[src/rtl/csr_uart_rx_fifo.sv]
// CSR-mapped UART receiver with a byte FIFO.
// Data CSR at BASE_ADDR: reading it pops one byte (bit 31 set when empty).
// Status CSR at BASE_ADDR+1: sticky overrun/frame_error (W1C), full, empty, count.
// Handshake: there is no stall path. valid answers purely from addr in the same
// cycle, and a pop happens only on a cycle where read=1 hits the data CSR with
// a non-empty FIFO. The receiver pushes with push_req for exactly one cycle,
// and a push is accepted only when a slot is free at that edge.
module csr_uart_rx_fifo #(
  parameter logic [11:0] BASE_ADDR  = 12'hBC4,
  parameter int          CLOCK_RATE = 200_000_000,
  parameter int          BAUD_RATE  = 115200,
  parameter int          DEPTH_LOG2 = 4
) (
  input  logic        clk,
  input  logic        rstn,
  input  logic        read,
  input  logic [2:0]  modify,
  input  logic [31:0] wdata,
  input  logic [11:0] addr,
  output logic [31:0] rdata,
  output logic        valid,
  input  logic        rx,
  input  logic        AVOID_WARNING
);

  localparam int BIT   = (CLOCK_RATE + BAUD_RATE / 2) / BAUD_RATE;
  localparam int CNT_W = $clog2(BIT) + 1;
  localparam int DEPTH = 1 << DEPTH_LOG2;
  localparam logic [CNT_W-1:0]    HALF_LOAD = CNT_W'(BIT / 2 - 1);
  localparam logic [CNT_W-1:0]    FULL_LOAD = CNT_W'(BIT - 1);
  localparam logic [11:0]         STAT_ADDR = BASE_ADDR + 12'd1;
  localparam logic [DEPTH_LOG2:0] DEPTH_P   = (DEPTH_LOG2 + 1)'(DEPTH);

  typedef enum logic [1:0] {ST_IDLE, ST_START, ST_DATA, ST_STOP} state_t;

  state_t               state_q, state_d;
  logic [CNT_W-1:0]     cnt_q, cnt_d;
  logic [2:0]           idx_q, idx_d;
  logic [7:0]           shift_q, shift_d;
  logic                 sync1_q, sync2_q;
  logic                 push_req, frame_set;

  logic [7:0]           mem [DEPTH];
  logic [DEPTH_LOG2:0]  wptr_q, rptr_q, count;
  logic                 full, empty, pop, push, ovr_set;
  logic                 overrun_q, frame_q;
  logic                 data_hit, stat_hit;
  logic [1:0]           clr_bits;
  logic [7:0]           head, count8;
  logic                 unused_ok;

  assign unused_ok = ^{AVOID_WARNING, wdata[31:2]};

  // Two-flop synchroniser for the asynchronous line, idling high.
  always_ff @(posedge clk) begin
    if (!rstn) begin
      sync1_q <= 1'b1;
      sync2_q <= 1'b1;
    end else begin
      sync1_q <= rx;
      sync2_q <= sync1_q;
    end
  end

  // Receiver state register.
  always_ff @(posedge clk) begin
    if (!rstn) begin
      state_q <= ST_IDLE;
      cnt_q   <= '0;
      idx_q   <= '0;
      shift_q <= '0;
    end else begin
      state_q <= state_d;
      cnt_q   <= cnt_d;
      idx_q   <= idx_d;
      shift_q <= shift_d;
    end
  end

  // Receiver next state: half-bit wait to centre on the start bit, then one
  // full bit period per data bit and for the stop bit.
  always_comb begin
    state_d   = state_q;
    cnt_d     = cnt_q;
    idx_d     = idx_q;
    shift_d   = shift_q;
    push_req  = 1'b0;
    frame_set = 1'b0;
    case (state_q)
      ST_IDLE: begin
        if (!sync2_q) begin
          state_d = ST_START;
          cnt_d   = HALF_LOAD;
        end
      end
      ST_START: begin
        if (cnt_q == '0) begin
          if (sync2_q) begin
            state_d = ST_IDLE;
          end else begin
            state_d = ST_DATA;
            idx_d   = 3'd0;
            cnt_d   = FULL_LOAD;
          end
        end else begin
          cnt_d = cnt_q - 1'b1;
        end
      end
      ST_DATA: begin
        if (cnt_q == '0) begin
          shift_d[idx_q] = sync2_q;
          cnt_d          = FULL_LOAD;
          if (idx_q == 3'd7) state_d = ST_STOP;
          else               idx_d   = idx_q + 3'd1;
        end else begin
          cnt_d = cnt_q - 1'b1;
        end
      end
      ST_STOP: begin
        if (cnt_q == '0) begin
          if (sync2_q) push_req  = 1'b1;
          else         frame_set = 1'b1;
          state_d = ST_IDLE;
        end else begin
          cnt_d = cnt_q - 1'b1;
        end
      end
      default: state_d = ST_IDLE;
    endcase
  end

  assign data_hit = (addr == BASE_ADDR);
  assign stat_hit = (addr == STAT_ADDR);
  assign valid    = data_hit | stat_hit;

  assign count   = wptr_q - rptr_q;
  assign full    = (count == DEPTH_P);
  assign empty   = (wptr_q == rptr_q);
  assign pop     = read & data_hit & ~empty;
  // A pop in the same cycle frees the slot the push needs.
  assign push    = push_req & (~full | pop);
  assign ovr_set = push_req & ~push;
  assign clr_bits = (stat_hit && (modify == 3'd1 || modify == 3'd3)) ? wdata[1:0] : 2'b00;
  assign head    = mem[rptr_q[DEPTH_LOG2-1:0]];
  assign count8  = 8'(count);

  // FIFO pointers and sticky flags; a set in the same cycle beats a clear.
  always_ff @(posedge clk) begin
    if (!rstn) begin
      wptr_q    <= '0;
      rptr_q    <= '0;
      overrun_q <= 1'b0;
      frame_q   <= 1'b0;
    end else begin
      if (push) wptr_q <= wptr_q + 1'b1;
      if (pop)  rptr_q <= rptr_q + 1'b1;
      overrun_q <= ovr_set   | (overrun_q & ~clr_bits[0]);
      frame_q   <= frame_set | (frame_q   & ~clr_bits[1]);
    end
  end

  // FIFO storage; contents need no reset since the pointers define occupancy.
  always_ff @(posedge clk) begin
    if (push) mem[wptr_q[DEPTH_LOG2-1:0]] <= shift_q;
  end

  // Read mux: zero unless one of our two addresses is selected.
  always_comb begin
    rdata = 32'h0;
    if (data_hit) begin
      rdata = empty ? 32'h8000_0000 : {24'h0, head};
    end else if (stat_hit) begin
      rdata = {16'h0, count8, 4'h0, empty, full, frame_q, overrun_q};
    end
  end

endmodule

[config.mk]
export PLATFORM = sky130hd
export DESIGN_NAME = csr_uart_rx_fifo
export DESIGN_NICKNAME = d
export VERILOG_FILES = /design/src/rtl/csr_uart_rx_fifo.sv
export SDC_FILE = /design/constraint.sdc
export NUM_CORES = 1
export LEC_CHECK = 0
export ABC_AREA = 1
export CAP_MARGIN = 20
export CORE_UTILIZATION = 50
export DETAILED_ROUTE_END_ITERATION = 8
export PLACE_DENSITY = 0.78
export SYNTH_ARGS = -nofsm -noshare
export SYNTH_HDL_FRONTEND = slang
export SYNTH_SLANG_ARGS = --single-unit
export TNS_END_PERCENT = 20
[constraint.sdc]
create_clock -name clk -period 3.2 [get_ports clk]
set_clock_uncertainty 0.15 [all_clocks]
set_input_delay 0.64 -clock clk [delete_from_list [all_inputs] [get_ports clk]]
set_output_delay 0.64 -clock clk [all_outputs]
set_load 0.01 [all_outputs]
==> flow_summary.yaml <==
status:
  outcome: "completed"
floorplan:
  dieWidth_um: 128
  die_h_um: 128
  rows: 45
  die_area_sq_um: 16400
  start_util: 0.518
  ioPinCount: 85
  core_area_sq_um: 15400
route:
  firstDrtPassIters: 5
  post-route-drc-count: 0
  drtIter0Drc: 543
  wl_per_cell_um: 16.0
  vias_per_cell: 5.36
  dr_total_vias: 5912
  wirelength_um: 17600
  drtAntennaViolNets: 0
finish:
  fillers: 1214
  seq_area_sq_um: 4710
  finish.net_count: 949
  multiInputGateArea_sq_um: 2840
  syn2layout_area_growth_pct: 17.2
  final_area_sq_um: 9330
  antenna_cells: 0
  final_util: 0.607
  drive_above_1_share: 0.140
logic_synthesis:
  synth.most_common_cell: "nor2_1"
  synth_top_family_by_area: "simple AND/OR/NAND/NOR gates"
  synth-xor-area-share: 0.0110
  syn-cell-area_sq_um: 7960
  synth-edff-count: 128
  syn_avg_cell_area_sq_um: 9.74
  netlist_instances: 817
  synth_top_area_frac: 0.483
  synth-seq-area-share: 0.591
  netlist_top_cells_count: "131 x nor2_1, 128 x edfxtp_1, 118 x nand2_1, 86 x o21ai_0, 56 x inv_1"
  synth-simple-area-share: 0.195
  yosysWarningCount: 0
  netlist_top_cells_area: "edfxtp_1 48%, dfxtp_1 11%, nor2_1 6.2%"
  synthFlopType: "edfxtp_1"
  synthMuxAreaShare: 0
  synth_cell_types: 39
  synthArstFlopShare: 0
  yosys.area.top_type: "edfxtp_1"
  synth-compound-area-share: 0.108
  synthAdderAreaFrac: 0.0308
  ys_ff_latch: 171
clock_tree:
  clk_pin_slew_worst_paths_ns: 0.07
  cts_setup_buffers: 0
  clk-insertion-delay-late_ns: 0.43
  cts_sinks: 171
  cts_buffers: 17
  cts_root_buf: "clkbuf_16"
  cts_tree: "done"
  cts_max_level: 4
  cts_buffer_depth: 2
power:
  vdd_drop_max_mv: 0.396
  leakage_nw: 3.55
  pwr-share-comb: 0.097
  p_total_mw: 5.01
  pwr_density_cell_nw_per_um2: 537
  swShare: 0.242
  p_int_mw: 3.80
  clkPwrFrac: 0.418
  p_sw_mw: 1.21
  seq_power_share: 0.485
sta:
  rsz0062_at_grt: "yes"
  fin_setup_tns_ns: 0
  report.final.slew_viol_count: 0
  max_freq_mhz: 321
  setup_violations: 0
  relSlewSlack: 0.494
  worstMarginPinSlew_ns: 0.758
  hold_violations: 0
  min_period_ns: 3.11
  fin_crit_sh: 0.973
worst_setup_path:
  critical-path-top-delay-family: "simple AND/OR/NAND/NOR gates"
  crit_top_cell: "nand2_1"
  cp_max_fo: 2
  path_class: "flop to output pin"
  worstPathCellList: "inv_1 > ha_1 > fa_2 > inv_1 > nand2_1 > nand2_1 > nand2_1 > nand2_1 > nand2_1 > nor2_2 > nand2_1 > nand2_2 > clkdlybuf4s15_2"
  worstPathArrival_ns: 2.32
  r2r_start: "wptr_q[0]"
  cp-startpoint: "wptr_q[0]"
  cp_slowest_stage_delay_ns: 0.36
  cp-start-kind: "flop"
  required_ns: 2.41
  worst_setup_path_end_kind: "output pin"
  slowest_stage: "fa_2"
  cp.buffers_inverters: 3
global_routing:
  grt_antenna_before_repair: 0
  grt_first_pass_wirelength_um: 28600
  grt_remaining_overflow: 0
  grt_max_degree: 33
  track_usage: 0.233
  grt_pass1_vias: 5688
placement:
  portBuffers: 34
  hpwl_um: 11700
  gp_congestion: 0.880
  placedInstanceArea_sq_um: 8690
hold_path:
  hold_class: "flop to flop"
  hold_start: "sync1_q"
run:
  cap_viol_max_count: 0
## state kept, by name, summed over array words and instances (netlist names), 3 cells and up, named ones only
register / cells
mem: 128
cnt_q: 12
shift_q: 8
rptr_q: 5
wptr_q: 5
idx_q: 3
## layout make-up
type / count / share of cell area
multi-input combinational: 552 / 0.305
timing repair buffer: 73 / 0.0728
sequential: 171 / 0.505
clock inverter: 13 / 0.0177
tap: 211 / 0.0283
clock buffer: 19 / 0.0464
inverter: 63 / 0.0256
## power groups by stage
stage	combinational [mW]	clock, mW	sequential (mW)
CTS	0.483	2.11	2.43
global route	0.554	2.19	2.43
floorplan	0.417	0	2.46
finish	0.485	2.09	2.43
detailed placement	0.479	0	2.47
global placement	0.473	0	2.47
## metrics by stage
step / instances / setup slack, ns / hold slack [ns]
after floorplan: 834 / 0.535 / 0.243
after CTS: 1102 / -0.181 / 0.273
after global routing: 1102 / -0.143 / 0.288
after global placement: 1070 / -0.203 / 0.248
final: 1102 / 0.0867 / 0.268
after detailed placement: 1070 / -0.247 / 0.257
## cell families after synthesis
group / Yosys count
flops: 171
simple gates: 348
fa+ha+maj: 19
other cells: 1
compound gates: 157
buf+inv: 111
xor+xnor: 10
## path summary, 6_finish.rpt
check	endpoint	slack, ns	cells past startpoint
setup / recovery	rdata[2]	0.09	13
hold / removal	sync2_q	0.27	1
setup reg to reg	mem[9][1]	0.45	16
hold reg to reg	sync2_q	0.27	1
## placed cells by master (no fill, tap or decap), types with 24 or more instances in the layout
cell type	netlist	final
o21ai_0	86	86
nand3_1	45	42
edfxtp_1	128	128
buf_4	18	34
dfxtp_1	43	42
inv_1	56	56
o22ai_1	24	24
a21oi_1	28	27
nor2_1	131	128
nand2_1	118	117
## routing by layer
metal | up-vias | global-route usage | part of all wire
li1 | 2883 | - | -
met2 | 227 | 0.399 | 0.49
met4 | 0 | 0.102 | 0.027
met3 | 40 | 0.0484 | 0.066
met1 | 2762 | 0.284 | 0.41
met5 | - | 0 | 0
## timing repair
item,4_1_cts,5_1_grt
hold buffers,0,0
cloned,0,0
gates resized for setup,18,12
pin swaps,0,1
hold endpoints to repair,0,0
endpoints found under the setup margin,13,8
Power figures use the tool's default switching activity.
